[src/rtl/exception_vector_loader_if.sv]
// exception_vector_loader_if: exception request, vector memory read and PC/EPC update signals
interface exception_vector_loader_if;
  logic exc_req;
  logic [1:0] exc_code;
  logic [31:0] pc_in;
  logic [31:0] mem_rdata;
  logic mem_rd;
  logic [31:0] mem_addr;
  logic [31:0] pc_out;
  logic pc_we;
  logic [31:0] epc_out;
  logic epc_we;
  logic [1:0] cause_out;
  logic busy;
  logic drop;
  modport master (
    output exc_req, exc_code, pc_in, mem_rdata,
    input mem_rd, mem_addr, pc_out, pc_we, epc_out, epc_we, cause_out, busy, drop
  );
  modport slave (
    input exc_req, exc_code, pc_in, mem_rdata,
    output mem_rd, mem_addr, pc_out, pc_we, epc_out, epc_we, cause_out, busy, drop
  );
endinterface

[src/rtl/exception_vector_loader.sv]
// exception_vector_loader: fetches the handler byte from the vector table and issues one PC/EPC write per exception
module exception_vector_loader #(
  parameter int MEM_LATENCY = 1
) (
  input logic clk,
  input logic reset,
  exception_vector_loader_if.slave bus
);
  typedef enum logic [1:0] {IDLE, ISSUE, WAIT, DONE} state_t;
  state_t state, state_nx;
  logic [3:0] cnt;
  logic [1:0] cause;
  logic [31:0] epc, pc_q, epc_q;
  logic drop_q, valid_req, last_wait, rdata_unused;
  assign valid_req = bus.exc_req && (bus.exc_code != 2'b00);
  assign last_wait = (state == WAIT) && (cnt == 4'd1);
  assign rdata_unused = ^bus.mem_rdata[31:8];
  always_comb begin
    state_nx = state;
    if (state == IDLE && valid_req) state_nx = ISSUE;
    if (state == ISSUE) state_nx = WAIT;
    if (last_wait) state_nx = DONE;
    if (state == DONE) state_nx = IDLE;
  end
  always_ff @(posedge clk or posedge reset) begin
    if (reset) begin
      state <= IDLE;
      cnt <= '0;
      cause <= '0;
      epc <= '0;
      pc_q <= '0;
      epc_q <= '0;
      drop_q <= 1'b0;
    end else begin
      state <= state_nx;
      drop_q <= valid_req && (state != IDLE);
      if (state == IDLE && valid_req) begin
        cause <= bus.exc_code;
        epc <= bus.pc_in - 32'd4;
      end
      if (state == ISSUE) cnt <= 4'(MEM_LATENCY);
      else if (state == WAIT) cnt <= cnt - 4'd1;
      if (last_wait) begin
        pc_q <= {24'h0, bus.mem_rdata[7:0]};
        epc_q <= epc;
      end
    end
  end
  // vector table sits at 0xFD..0xFF, indexed directly by the cause code
  assign bus.mem_rd = (state == ISSUE);
  assign bus.mem_addr = (state == ISSUE || state == WAIT) ? {24'h0, 6'h3F, cause} : 32'h0;
  assign bus.pc_we = (state == DONE);
  assign bus.epc_we = (state == DONE);
  assign bus.busy = (state != IDLE);
  assign bus.drop = drop_q;
  assign bus.pc_out = pc_q;
  assign bus.epc_out = epc_q;
  assign bus.cause_out = cause;
endmodule

[src/flat_wrapper.sv]
// flat-port wrapper written by rule: the top's interface ports become plain ports
module exception_vector_loader_flat 
#(
  parameter int MEM_LATENCY = 1
)
  (clk, reset, bus_exc_req, bus_exc_code, bus_pc_in, bus_mem_rdata, bus_mem_rd, bus_mem_addr, bus_pc_out, bus_pc_we, bus_epc_out, bus_epc_we, bus_cause_out, bus_busy, bus_drop);
  exception_vector_loader_if bus_i ();
  input logic clk;
  input logic reset;
  input wire logic [$bits(bus_i.exc_req)-1:0] bus_exc_req;
  input wire logic [$bits(bus_i.exc_code)-1:0] bus_exc_code;
  input wire logic [$bits(bus_i.pc_in)-1:0] bus_pc_in;
  input wire logic [$bits(bus_i.mem_rdata)-1:0] bus_mem_rdata;
  output wire logic [$bits(bus_i.mem_rd)-1:0] bus_mem_rd;
  output wire logic [$bits(bus_i.mem_addr)-1:0] bus_mem_addr;
  output wire logic [$bits(bus_i.pc_out)-1:0] bus_pc_out;
  output wire logic [$bits(bus_i.pc_we)-1:0] bus_pc_we;
  output wire logic [$bits(bus_i.epc_out)-1:0] bus_epc_out;
  output wire logic [$bits(bus_i.epc_we)-1:0] bus_epc_we;
  output wire logic [$bits(bus_i.cause_out)-1:0] bus_cause_out;
  output wire logic [$bits(bus_i.busy)-1:0] bus_busy;
  output wire logic [$bits(bus_i.drop)-1:0] bus_drop;
  assign bus_i.exc_req = bus_exc_req;
  assign bus_i.exc_code = bus_exc_code;
  assign bus_i.pc_in = bus_pc_in;
  assign bus_i.mem_rdata = bus_mem_rdata;
  assign bus_mem_rd = bus_i.mem_rd;
  assign bus_mem_addr = bus_i.mem_addr;
  assign bus_pc_out = bus_i.pc_out;
  assign bus_pc_we = bus_i.pc_we;
  assign bus_epc_out = bus_i.epc_out;
  assign bus_epc_we = bus_i.epc_we;
  assign bus_cause_out = bus_i.cause_out;
  assign bus_busy = bus_i.busy;
  assign bus_drop = bus_i.drop;
  exception_vector_loader #(.MEM_LATENCY(MEM_LATENCY)) u_core (.clk(clk), .reset(reset), .bus(bus_i));
endmodule
[config.mk]
export PLATFORM = sky130hd
export DESIGN_NAME = exception_vector_loader_flat
export DESIGN_NICKNAME = d
export VERILOG_FILES = /design/src/rtl/exception_vector_loader_if.sv /design/src/rtl/exception_vector_loader.sv /design/src/flat_wrapper.sv
export SDC_FILE = /design/constraint.sdc
export NUM_CORES = 1
export LEC_CHECK = 0
export CAP_MARGIN = 20
export CORE_ASPECT_RATIO = 1.2
export CORE_MARGIN = 2
export CORE_UTILIZATION = 45
export DETAILED_ROUTE_END_ITERATION = 10
export PLACE_DENSITY = 0.87
export RECOVER_POWER = 100
export REMOVE_ABC_BUFFERS = 1
export SLEW_MARGIN = 10
export SYNTH_ARGS = -nofsm -noshare
export SYNTH_HDL_FRONTEND = slang
export SYNTH_SLANG_ARGS = --single-unit
[constraint.sdc]
create_clock -name clk -period 8 [get_ports clk]
set_clock_uncertainty 0.1 [all_clocks]
set_input_delay 1.6 -clock clk [delete_from_list [all_inputs] [get_ports clk]]
set_output_delay 1.6 -clock clk [all_outputs]
set_load 0.05 [all_outputs]
# Word-level counts from Yosys, hierarchy flattened
# Index checks and enable logic that the tools add are counted.
[word_totals] ff_bits=81 latchBits=0 mem_bits_rw=0 rom_bits=0 in_bits=69 output_inout_bits=103 wordCells=30 mem_count=0
[classes] add_sub_neg=2 mul=0 n_div=0 n_lt_le_gt_ge=0 eq_ne=4 shift=0 n_mux=7 bitwise=0 n_reduce_logical=10
[op_table] operator="$sub A32 B3 Y32 const B" count=1
[op_table] operator="$mux W2" count=4
[op_table] operator="$mux W4" count=2
[op_table] operator="$mux W8" count=1
[op_table] operator="$reduce_bool A2 Y1" count=3
[op_table] operator="$eq A2 B2 Y1 const B" count=2
[op_table] operator="$eq A4 B1 Y1 const B" count=1
[op_table] operator="$logic_and A1 B1 Y1" count=4
[op_table] operator="$reduce_bool A4 Y1" count=1
[op_table] operator="$sub A4 B1 Y4 const B" count=1
[op_table] operator="$eq A2 B1 Y1 const B" count=1
[op_table] operator="$logic_not A2 Y1" count=1
[op_table] operator="$logic_or A1 B1 Y1" count=1

# Logic depth before layout (Yosys ltp)
# Gate-level depths: netlist (run 1).
[logic_depth] word_depth=7 depth_mapped=8 mapped_depth_nobuf=7

# Worst setup path before layout (run 1)
# No wires, ideal clock.
[synth_path] path_kind="input to register" start="input bus_pc_in[2]" end="register u_core.epc[28]" setup_ns=0.132 arrival_time_ns=3.188 required_ns=7.768 slack_ns=4.580 cell_stages=7 n_path_buf=0 cell_sequence="inv_1 ha_1 or4b_1 nand4b_2 nor4b_1 xnor2_1 o21ai_1"
[synth_between] elab_chain_cells=1
[synth_rtl] element="start: declaration" line="flat_wrapper.sv:12" text="input wire logic [$bits(bus_i.pc_in)-1:0] bus_pc_in;"
[synth_rtl] element="$sub A32 B3 Y32" line="exception_vector_loader.sv:39" text="epc <= bus.pc_in - 32'd4;"
[synth_rtl] element="end signal: assignment" line="exception_vector_loader.sv:39"
[synth_rtl] element="end: declaration" line="exception_vector_loader.sv:13" text="logic [31:0] epc, pc_q, epc_q;"
# Every way passes these cells.
# A chain may end at the register's enable or synchronous reset.

# Final worst setup path (run 1)
[layout_path] start="input bus_exc_code[0]" end="register u_core.state[1]"
[layout_between] elab_chain_cells=4
[layout_rtl] element="start: declaration" line="flat_wrapper.sv:11" text="input wire logic [$bits(bus_i.exc_code)-1:0] bus_exc_code;"
[layout_rtl] element="$reduce_bool A2 Y1" line="exception_vector_loader.sv:15" text="assign valid_req = bus.exc_req && (bus.exc_code != 2'b00);"
[layout_rtl] element="$logic_and A1 B1 Y1" line="exception_vector_loader.sv:15"
[layout_rtl] element="$logic_and A1 B1 Y1" line="exception_vector_loader.sv:20" text="if (state == IDLE && valid_req) state_nx = ISSUE;"
[layout_rtl] element="$reduce_bool A4 Y1 (no source line)"
[layout_rtl] element="end signal: assignment" line="exception_vector_loader.sv:35" text="state <= state_nx;"
[layout_rtl] element="end: declaration" line="exception_vector_loader.sv:10" text="state_t state, state_nx;"
# Every way passes these cells.

==> results.md, run 1 <==
- Status: finished, violations left
- Failing checks: capacitance limit, slew limit
- Antenna-violating nets left: 0
- Placer Congestion: roughly 0.8
- DP HPWL: 5860 µm
- Hold WC Path Type: reg -> reg
- Final Max Tran Viols: between 100 and 150
- Initial Util: 45.7%
- Crit path DAT: between 5000 and 6000 ps
- Clock Power Share: 11.4%
- LEAKAGE: 2.32 nW
- Synth top area cells: dfrtp_1 49%, mux2_2 12%, buf_4 9.9%, xnor2_1 4.9%, nand2_1 3.4%
- DR DRC count: 0
- Vias in the first global route: 2749
- Worst VDD drop: around 0.18 mV
- Worst Setup Path Type: in -> reg
- Yosys warnings: 0
- I/O Pins: 172
- IO buf count: 99
- Reg2reg start: u_core.state[0]
- Post-synth top flop: dfrtp_1
- Rows: 38
- Global-route wire length before repair: ~13000 µm
- Pwr/cell area: 410 nW/µm²
- Area Overhead vs Synth: 25.5%
- Slowest CP cell: or2_0
- All-Layer GR Usage: 16.6%
- First-pass detailed-route iteration total: 4
- Worst-path clk slew: around 70 ps
- Final hold violations: 0
- Sequential area share after synthesis: around half
- Int Power: about 1.1 mW
- Largest net degree at the start of global routing: 82
- Worst-Margin Slew: 2420 ps
- Critical Path Start Type: input pin
- Clock sink count: 81
- RSZ-0062 raised after global routing: false
- Sw frac: 48.6%
- Post-synth EDFFs: 0
- DIE AREA: 9920 µm²
- Chip width: 91.2 µm
- Minimum clock period: 5260 ps
- Mapped Cells: around 370
- Critical Path Fanout Max: 35
- Initial antenna violation count: 0
- Cell taking the most area after synthesis: dfrtp_1
- GRT overflow: 0
- Clock Latency Late Sink: ~350 ps
- Synth top area share: 49.3%
- Final Core Density: 57.4%
- Final setup vio count: 0
- Die height: 109 µm
- Vias/cell: 4.79
- Hold_sp: u_core.epc[4]
- Hold buffer count at cts: 0
- Fraction of synthesis flops using an asynchronous set or reset pin: 100%
- Iter 0 DRT Violations: between 80 and 90
- CTS tree: yes
- Setup bufs post-CTS: 0
- Setup TNS: 0 ps
- Sequential Power Share: between 30% and 40%
- Final net count: 543
- # H-tree levels: 3
- Slowest Stage Delay on Critical Path: 1230 ps
- ANT cells: 0
- Synth Area per Inst: 11.0 µm²
- F_max: 0.190 GHz
- Bufs on Longest Clock Path: 2
- CTS root buf: clkbuf_8
- Max Cap Viol: 3
- Core Box Area: 8990 µm²
- Worst Path Required: about 8000 ps
- Share of layout cells above drive strength 1: 14.0%
- Tcrit/Tclk final: around 66%
- Crit-path cells: dlygate4sd3_1, o21ai_0, or2_0, clkbuf_1, a21oi_1, o21ai_0, o311ai_0
- Critical path origin: bus_exc_code[0]
- Synth Cell Area: 4110 µm²
- Most common cell on crit path: o21ai_0
- CTS Buf Count: 9
- Flops & latches, synth: 81
- Distinct cell type count of the synthesized netlist: between 40 and 50
- Wire per inst: 13.7 µm
- Vias: 2825
- CTS resizes: 0
- Gate power share: 55.3%
- P_sw: 1.03 mW
- Post-Route WL: 8110 µm
- Worst slew margin: -61.1%
- Crit end category: register
-- placed cells by master, fill, tap and decap left out, types with 2 or more instances in the layout --
master	n
conb_1	48
and2_1	2
ha_1	7
nor4b_1	2
mux2_2	44
clkbuf_8	9
nor4_4	4
nor2b_1	3
a21oi_1	6
inv_1	9
nand3_1	2
xor2_1	2
clkdlybuf4s50_1	42
clkbuf_1	7
xnor2_1	23
nor2_1	18
dfrtp_1	81
a21o_1	2
nand2_1	37
o21ai_0	32
nor3_1	7
nor4_1	7
dlygate4sd3_1	57
-- worst paths after layout --
check,end,cells after the start,slack [ps]
worst max-delay path,u_core.state[1],7,2740
worst min-delay path,u_core.epc[4],2,380
worst max register to register,u_core.state[1],8,4020
worst min register to register,u_core.epc[4],2,380
max in group asynchronous,u_core.bus.epc_out[2],3,4280
min in group asynchronous,u_core.cnt[3],3,2360
-- routing by layer --
| layer | vias up | global-route usage, % | share of wire, % |
|---|---|---|---|
| met4 | 0 | 7.36 | 2.0 |
| met5 | - | 0 | 0 |
| met3 | 17 | 4.35 | 5.5 |
| li1 | 1351 | - | - |
| met1 | 1367 | 19.4 | 40 |
| met2 | 90 | 29.1 | 53 |
-- power groups by stage --
stage	sequential, mW	combinational, mW	clock, mW
2_1_floorplan	1.05	0.496	0
3_3_place_gp	0.705	1.21	0
3_5_place_dp	0.717	1.24	0
4_1_cts	0.710	1.24	0.250
5_1_grt	0.733	1.24	0.268
6_report	0.705	1.17	0.241
-- Yosys cell counts, types with 7 or more instances --
cell type,number
xnor2_1,23
nor2_1,18
mux2_2,44
nor3_1,7
clkbuf_1,11
nor4_1,7
dfrtp_1,81
o21ai_1,7
o21ai_0,23
ha_1,7
nand2_1,37
buf_4,54
inv_1,10
-- per-stage QoR --
step                      instances  setup slack, ps  power [mW]  hold WS, ps  area, µm²
after CTS                       589             3900        2.20          388       5150
after detailed placement        575             3800        1.95          368       5000
after floorplan                 353             2370        1.55          344       3820
final                           590             2740        2.12          383       5160
after global placement          575             3860        1.92          358       5000
after global routing            590             2350        2.24          411       5160
-- cell families after synthesis --
kind of cell	count (synthesis)	synth area share, %
xor+xnor	25	5.33
simple gates	92	12.6
buf+inv	77	12.1
flops	81	49.3
mux	44	12.1
fa+ha+maj	7	2.13
compound gates	46	6.30
other cells	1	0.0912
-- final cells by class --
cell class	instances	area, µm²
Clock inverter	1	5.00
Timing Repair Buffer	103	1030
Tap cell	120	150
Fill cell	751	3830
Inverter	10	38.8
Multi-Input combinational cell	262	1770
Sequential cell	81	2030
Clock buffer	13	139
-- flip-flops by register name, indices dropped and copies added, names as in the netlist --
signal	flops
u_core.bus.pc_out	8
u_core.cnt	4
u_core.bus.epc_out	32
u_core.state	2
u_core.epc	32
u_core.bus.cause_out	2
u_core.bus.drop	1
-- critical path: cells and delay by family --
family          cells  cell delay, ps
buf+inv             2            1630
simple gates        1            1230
compound gates      4             780
Note: power is estimated with default switching activity, not from simulation.
==> run 2: changes to the inputs <==
--- a/config.mk
+++ b/config.mk
@@ -8,9 +8,9 @@
 export CAP_MARGIN = 20
 export CORE_ASPECT_RATIO = 1.2
 export CORE_MARGIN = 2
-export CORE_UTILIZATION = 45
+export CORE_UTILIZATION = 43
 export DETAILED_ROUTE_END_ITERATION = 10
-export PLACE_DENSITY = 0.87
+export PLACE_DENSITY = 0.84
 export RECOVER_POWER = 100
 export REMOVE_ABC_BUFFERS = 1
 export SLEW_MARGIN = 10
==> constraint.sdc (replaced) <==
create_clock -name clk -period 5 [get_ports clk]
set_clock_uncertainty 0.1 [all_clocks]
set_input_delay 1 -clock clk [delete_from_list [all_inputs] [get_ports clk]]
set_output_delay 1 -clock clk [all_outputs]
set_load 0.05 [all_outputs]
==> results.md, run 2 (synthesis gave the netlist of run 1 again) <==
- Crit path DAT: 3890 ps (was 5270 ps)
- ANT cells: 0 (unchanged)
- Tcrit/Tclk final: 75.4%
- Setup bufs post-CTS: 0 (unchanged)
- GRT overflow: 0 (unchanged)
- Critical Path Fanout Max: 36 (was 35)
- Pwr/cell area: 707 nW/µm² (was 410 nW/µm²)
- Bufs on Longest Clock Path: 2 (unchanged)
- Clock sink count: 81 (unchanged)
- All-Layer GR Usage: 17.4% (was 16.6%)
- Crit-path cells: dlygate4sd3_1, o21ai_0, or2_0, buf_4, mux2_2 (was dlygate4sd3_1, o21ai_0, or2_0, clkbuf_1, a21oi_1, o21ai_0, o311ai_0)
- Worst reg-to-reg path cell count: 6 (was 8)
- Post-Route WL: 8440 µm (was 8110 µm)
- Hold WC Path Type: reg -> reg (unchanged)
- Slowest Stage Delay on Critical Path: 1200 ps (was 1230 ps)
- Share of layout cells above drive strength 1: 15.0% (was 14.0%)
- IO buf count: 99 (unchanged)
- F_max: roughly 0.27 GHz
- Fill cells: 808 (was 751)
- Reg2reg end: u_core.state[1] (unchanged)
- Clock Latency Late Sink: 330 ps (was 350 ps)
- First-pass detailed-route iteration total: 4 (unchanged)
- Status: finished, violations left (unchanged)
- Final hold violations: 0 (unchanged)
- I/O Pins: 172 (unchanged)
- Worst-Margin Slew: 2490 ps (was 2420 ps)
- Setup crit end: u_core.bus.cause_out[0] (was u_core.state[1])
- Vias/cell: 4.76 (was 4.79)
- Vias: 2835 (was 2825)
- Worst-path clk slew: 60 ps (was 70 ps)
- Max Cap Viol: 2 (was 3)
- Sequential Power Share: 29.5% (was 33.3%)
- P_sw: 1.69 mW (was 1.03 mW)
- Area Overhead vs Synth: 30.7% (was 25.5%)
- Final setup vio count: 0 (unchanged)
- Global-route wire length before repair: 14300 µm (was 13000 µm)
- Placer Congestion: 0.832 (was 0.799)
- Reg2reg start: u_core.state[0] (unchanged)
- CTS resizes: 0 (unchanged)
- Final Max Tran Viols: 78 (was 115)
- DR DRC count: 0 (unchanged)
- Antenna-violating nets left: 0 (unchanged)
- FF-to-FF setup slack: 1430 ps (was 4020 ps)
- Largest net degree at the start of global routing: 56 (was 82)
- Iter 0 DRT Violations: 84 (was 87)
- Minimum clock period: 3770 ps
- # H-tree levels: 3 (unchanged)
- Vias in the first global route: 2947 (was 2749)
- FF/Latch Area: 2030 µm² (unchanged)
- Initial Util: 43.6% (was 45.7%)
- Die height: 111 µm (was 109 µm)
- Worst Setup Path Type: in -> reg (unchanged)
- Int Power: 2.11 mW (was 1.09 mW)
- Commonest non-fill, non-tap cell in the layout: dfrtp_1 (unchanged)
- Worst VDD drop: 0.307 mV (was 0.183 mV)
- Initial antenna violation count: 0 (unchanged)
- Slowest CP cell: or2_0 (unchanged)
- CTS root buf: clkbuf_16 (was clkbuf_8)
- Crit end category: register (unchanged)
- Rows: 39 (was 38)
- Worst Path Required: 5120 ps (was 8020 ps)
- Final Core Density: 57.0% (was 57.4%)
- Cell count after placement: 578 (was 575)
- Sw frac: 44.6% (was 48.6%)
- Area of the multi-input gates: 1750 µm² (was 1770 µm²)
- Most frequent cells in the layout: 81 x dfrtp_1, 57 x dlygate4sd3_1, 48 x conb_1 (unchanged)
- Worst slew margin: -65.7% (was -61.1%)
- Final net count: 543 (unchanged)
- Wire per inst: 14.2 µm (was 13.7 µm)
- Critical Path Start Type: input pin (unchanged)
- Gate power share: 49.4% (was 55.3%)
- RSZ-0062 raised after global routing: false (unchanged)
- LEAKAGE: 2.43 nW (was 2.32 nW)
- Chip width: 93.3 µm (was 91.2 µm)
- Hold buffer count at cts: 0 (unchanged)
- Clock Power Share: 21.1% (was 11.4%)
- DIE AREA: 10400 µm² (was 9920 µm²)
- DP HPWL: 6140 µm (was 5860 µm)
- CTS Buf Count: 9 (unchanged)
- Total power: 3.80 mW (was 2.12 mW)
- Failing checks: capacitance limit, slew limit (unchanged)
- Critical path origin: bus_exc_code[0] (unchanged)
- Core Box Area: 9420 µm² (was 8990 µm²)
- CTS tree: yes (unchanged)
- Final std cells w/o fill: 595 (was 590)
run 2: changes by cell type in the layout (fill, tap and decap cells not counted), sizes merged:
| cell | before | now |
|---|---|---|
| buf | 1 | 2 |
| bufinv | 0 | 4 |
| clkbuf | 16 | 12 |
| clkinv | 1 | 0 |
| inv | 9 | 11 |
run 2: worst max-delay path: cells and delay by family:
family	cells	cell delay, ps
mux	1	380
simple gates	1	1200
compound gates	1	220
buf+inv	2	1050
run 2: metal layers:
layer,vias to the layer above,part of all wire [%],GRT usage [%]
li1,1346,-,-
met1,1390,38,20.3
met2,86,54,30.9
met3,13,5.1,2.99
met4,0,2.1,7.35
met5,-,0,0
run 2: final cells by class:
type	count	share of cell area [%]
inverters	10	0.722
flip-flops and latches	81	37.7
multi-input cells	262	32.6
clock inverters	6	2.56
clock buffers	10	4.26
well taps	123	2.86
repair buffers	103	19.2
run 2: stage by stage:
| stage | setup WS [ps] | TNS (ps) | hold slack (ps) | cell area [µm²] |
|---|---|---|---|---|
| 6_report | 1230 | 0 | 378 | 5370 |
| 5_1_grt | 944 | 0 | 417 | 5370 |
| 4_1_cts | 1520 | 0 | 382 | 5380 |
| 3_5_place_dp | 1390 | 0 | 368 | 5010 |
| 3_3_place_gp | 1450 | 0 | 356 | 5010 |
| 2_1_floorplan | -630 | -23870 | 344 | 3820 |
run 2: power groups by stage:
stage	combinational, mW	sequential [mW]	clock [mW]
2_1_floorplan	0.794	1.68	0
3_3_place_gp	1.94	1.13	0
3_5_place_dp	1.98	1.15	0
4_1_cts	1.99	1.14	0.818
5_1_grt	1.99	1.17	0.849
6_report	1.88	1.12	0.801
run 2: worst min-delay path by stage:
stage	from	end	slack [ps]	cells past startpoint
2_1_floorplan	u_core.epc[5]	u_core.epc[5]	340	1
3_3_place_gp	u_core.epc[15]	u_core.epc[15]	360	2
3_5_place_dp	u_core.epc[5]	u_core.epc[5]	370	1
4_1_cts	u_core.epc[16]	u_core.epc[16]	380	2
5_1_grt	u_core.epc[17]	u_core.epc[17]	420	2
6_report	u_core.epc[28]	u_core.epc[28]	380	2
==> run 3: changes to the inputs <==
==> constraint.sdc (replaced) <==
create_clock -name clk -period 3.6 [get_ports clk]
set_clock_uncertainty 0.1 [all_clocks]
set_input_delay 0.72 -clock clk [delete_from_list [all_inputs] [get_ports clk]]
set_output_delay 0.72 -clock clk [all_outputs]
set_load 0.05 [all_outputs]
==> results.md, run 3 (synthesis gave the netlist of run 1 again) <==
- FF/Latch Area: 2030 µm² (unchanged)
- Worst reg-to-reg path cell count: 6 (unchanged)
- Post-Route WL: 8510 µm (was 8440 µm)
- Die height: 111 µm (unchanged)
- CTS resizes: 0 (unchanged)
- Wire per inst: 14.4 µm (was 14.2 µm)
- Int Power: 2.72 mW (was 2.11 mW)
- Clock Power Share: 17.6% (was 21.1%)
- Met1 usage: 20.8% (was 20.3%)
- Worst hold stages: 1 (was 2)
- # H-tree levels: 3 (unchanged)
- Worst-path clk slew: 60 ps (about the same)
- IO buf count: 99 (unchanged)
- Vias/cell: 4.79 (was 4.76)
- LEAKAGE: 2.34 nW (was 2.43 nW)
- DIE AREA: 10400 µm² (unchanged)
- Most used routing layer: met2 (unchanged)
- Met3 track demand over resource: 3.74% (was 2.99%)
- Crit path DAT: 2400 ps (was 3890 ps)
- CTS tree: yes (unchanged)
- Vias in the first global route: 2912 (was 2947)
- P_sw: 2.35 mW (was 1.69 mW)
- Critical Path Start Type: register (was input pin)
- Sequential Power Share: 30.9% (was 29.5%)
- Rows: 39 (unchanged)
- Chip width: 93.3 µm (unchanged)
- CTS root buf: clkbuf_16 (unchanged)
- Final std cells w/o fill: 593 (was 595)
- GRT overflow: 0 (unchanged)
- Reg2reg end: u_core.state[1] (unchanged)
- Worst slew margin: -21.3% (was -65.7%)
- Tcrit/Tclk final: 89.5%
- Final net count: 543 (unchanged)
- Hold_sp: u_core.epc[9] (was u_core.epc[28])
- Setup slack after layout: 379 ps (was 1230 ps)
- Bufs on Longest Clock Path: 2 (unchanged)
- Area of the multi-input gates: 1680 µm² (was 1750 µm²)
- Final setup vio count: 0 (unchanged)
- Largest net degree at the start of global routing: 45 (was 56)
- Worst Setup Path Type: reg -> out (was in -> reg)
- Hold WC Path Type: reg -> reg (unchanged)
- Iter 0 DRT Violations: 90 (was 84)
- Worst Path Required: 2780 ps (was 5120 ps)
- Area Overhead vs Synth: 27.0% (was 30.7%)
- Crit end category: output port (was register)
- RSZ-0062 raised after global routing: false (unchanged)
- Placer Congestion: 0.828 (was 0.832)
- Worst-Margin Slew: 1810 ps (was 2490 ps)
- ANT cells: 0 (unchanged)
- DR DRC count: 0 (unchanged)
- Area post-placement: 5030 µm² (was 5010 µm²)
- Share of layout cells above drive strength 1: 14.0% (was 15.0%)
- Global-route wire length before repair: 14000 µm (was 14300 µm)
- Most frequent cells in the layout: 81 x dfrtp_1, 58 x dlygate4sd3_1, 48 x conb_1 (was 81 x dfrtp_1, 57 x dlygate4sd3_1, 48 x conb_1)
- Gate power share: 51.6% (was 49.4%)
- Pwr/cell area: 970 nW/µm² (was 707 nW/µm²)
- Initial antenna violation count: 0 (unchanged)
- Fill cells: 816 (was 808)
- Status: finished, violations left (unchanged)
- DP Worst Slack: 276 ps (was 1390 ps)
- CTS Buf Count: 9 (unchanged)
- Critical Path Fanout Max: 15 (was 36)
- Hold Crit Endpoint: u_core.epc[9] (was u_core.epc[28])
- Vias: 2841 (was 2835)
- Failing checks: capacitance limit, slew limit (unchanged)
- Minimum clock period: ~3200 ps
- Cell count after placement: 579 (was 578)
- Core Box Area: 9420 µm² (unchanged)
- Final hold violations: 0 (unchanged)
- Met2 layer usage reported by global route: 28.8% (was 30.9%)
- Post-route design area: 5220 µm² (was 5370 µm²)
- Initial Util: 43.6% (unchanged)
- Reg2reg start: u_core.state[0] (unchanged)
- F_max: 0.310 GHz
- I/O Pins: 172 (unchanged)
- Max Cap Viol: 1 (was 2)
- Final Max Tran Viols: 40 (was 78)
- Final Core Density: 55.4% (was 57.0%)
- DP HPWL: 6030 µm (was 6140 µm)
- All-Layer GR Usage: 17.4% (about the same)
- Hold buffer count at cts: 0 (unchanged)
- Commonest non-fill, non-tap cell in the layout: dfrtp_1 (unchanged)
- Sw frac: 46.3% (was 44.6%)
- Worst VDD drop: 0.427 mV (was 0.307 mV)
- FF-to-FF setup slack: 1030 ps (was 1430 ps)
- Clock sink count: 81 (unchanged)
- Setup bufs post-CTS: 0 (unchanged)
- First-pass detailed-route iteration total: 4 (unchanged)
- Clock Latency Late Sink: 330 ps (about the same)
- Antenna-violating nets left: 0 (unchanged)
==> run 3: changes by cell type in the layout (fill, tap and decap cells not counted), sizes merged <==
cell	delta
clkinvlp	+1
bufinv	-3
clkinv	+1
buf	+1
dlygate4sd3	+1
inv	-2
clkdlybuf4s50	-1
==> run 3: power by group through the flow <==
stage          combinational [mW]  clock [mW]  sequential [mW]
2_1_floorplan                1.10           0             2.34
3_3_place_gp                 2.70           0             1.57
3_5_place_dp                 2.76           0             1.60
4_1_cts                      2.77       0.906             1.58
5_1_grt                      2.76       0.952             1.63
6_report                     2.61       0.889             1.56
==> run 3: final cells by class <==
cell class,count,share of cell area (%)
clock buffer,11,4.65
clock inverter,3,0.815
inverter,10,0.743
multi-input combinational,262,32.3
sequential,81,38.8
tap,123,2.95
timing repair buffer,103,19.8
==> run 3: worst max-delay path by stage <==
stage / start / endpoint / slack [ps] / depth (start not counted)
3_3_place_gp: bus_pc_in[2] / u_core.epc[28] / 340 / 8
5_1_grt: bus_pc_in[2] / u_core.epc[26] / 210 / 8
3_5_place_dp: bus_pc_in[2] / u_core.epc[26] / 280 / 8
2_1_floorplan: u_core.state[0] / u_core.state[1] / -2030 / 4
4_1_cts: u_core.state[0] / bus_mem_addr[0] / 400 / 4
6_report: u_core.state[0] / bus_mem_addr[0] / 380 / 4
==> run 3: worst max-delay path, cell delays in order, from the launching register on <==
cell	delay, ps
dfrtp_1	380
inv_1	120
ha_1	530
and2_1	180
dlygate4sd3_1	870
==> run 3: per-stage QoR <==
stage / hold slack [ps] / power [mW] / setup TNS [ps]
after global routing: 396 / 5.34 / 0
after detailed placement: 364 / 4.36 / 0
final: 382 / 5.06 / 0
after global placement: 356 / 4.26 / 0
after CTS: 380 / 5.26 / 0
after floorplan: 344 / 3.44 / -83530
==> run 3: layer usage <==
layer	share of wire, %	wire length [µm]
met1	40	3400
met2	52	4390
met3	4.8	407
met4	3.7	316
met5	0	0
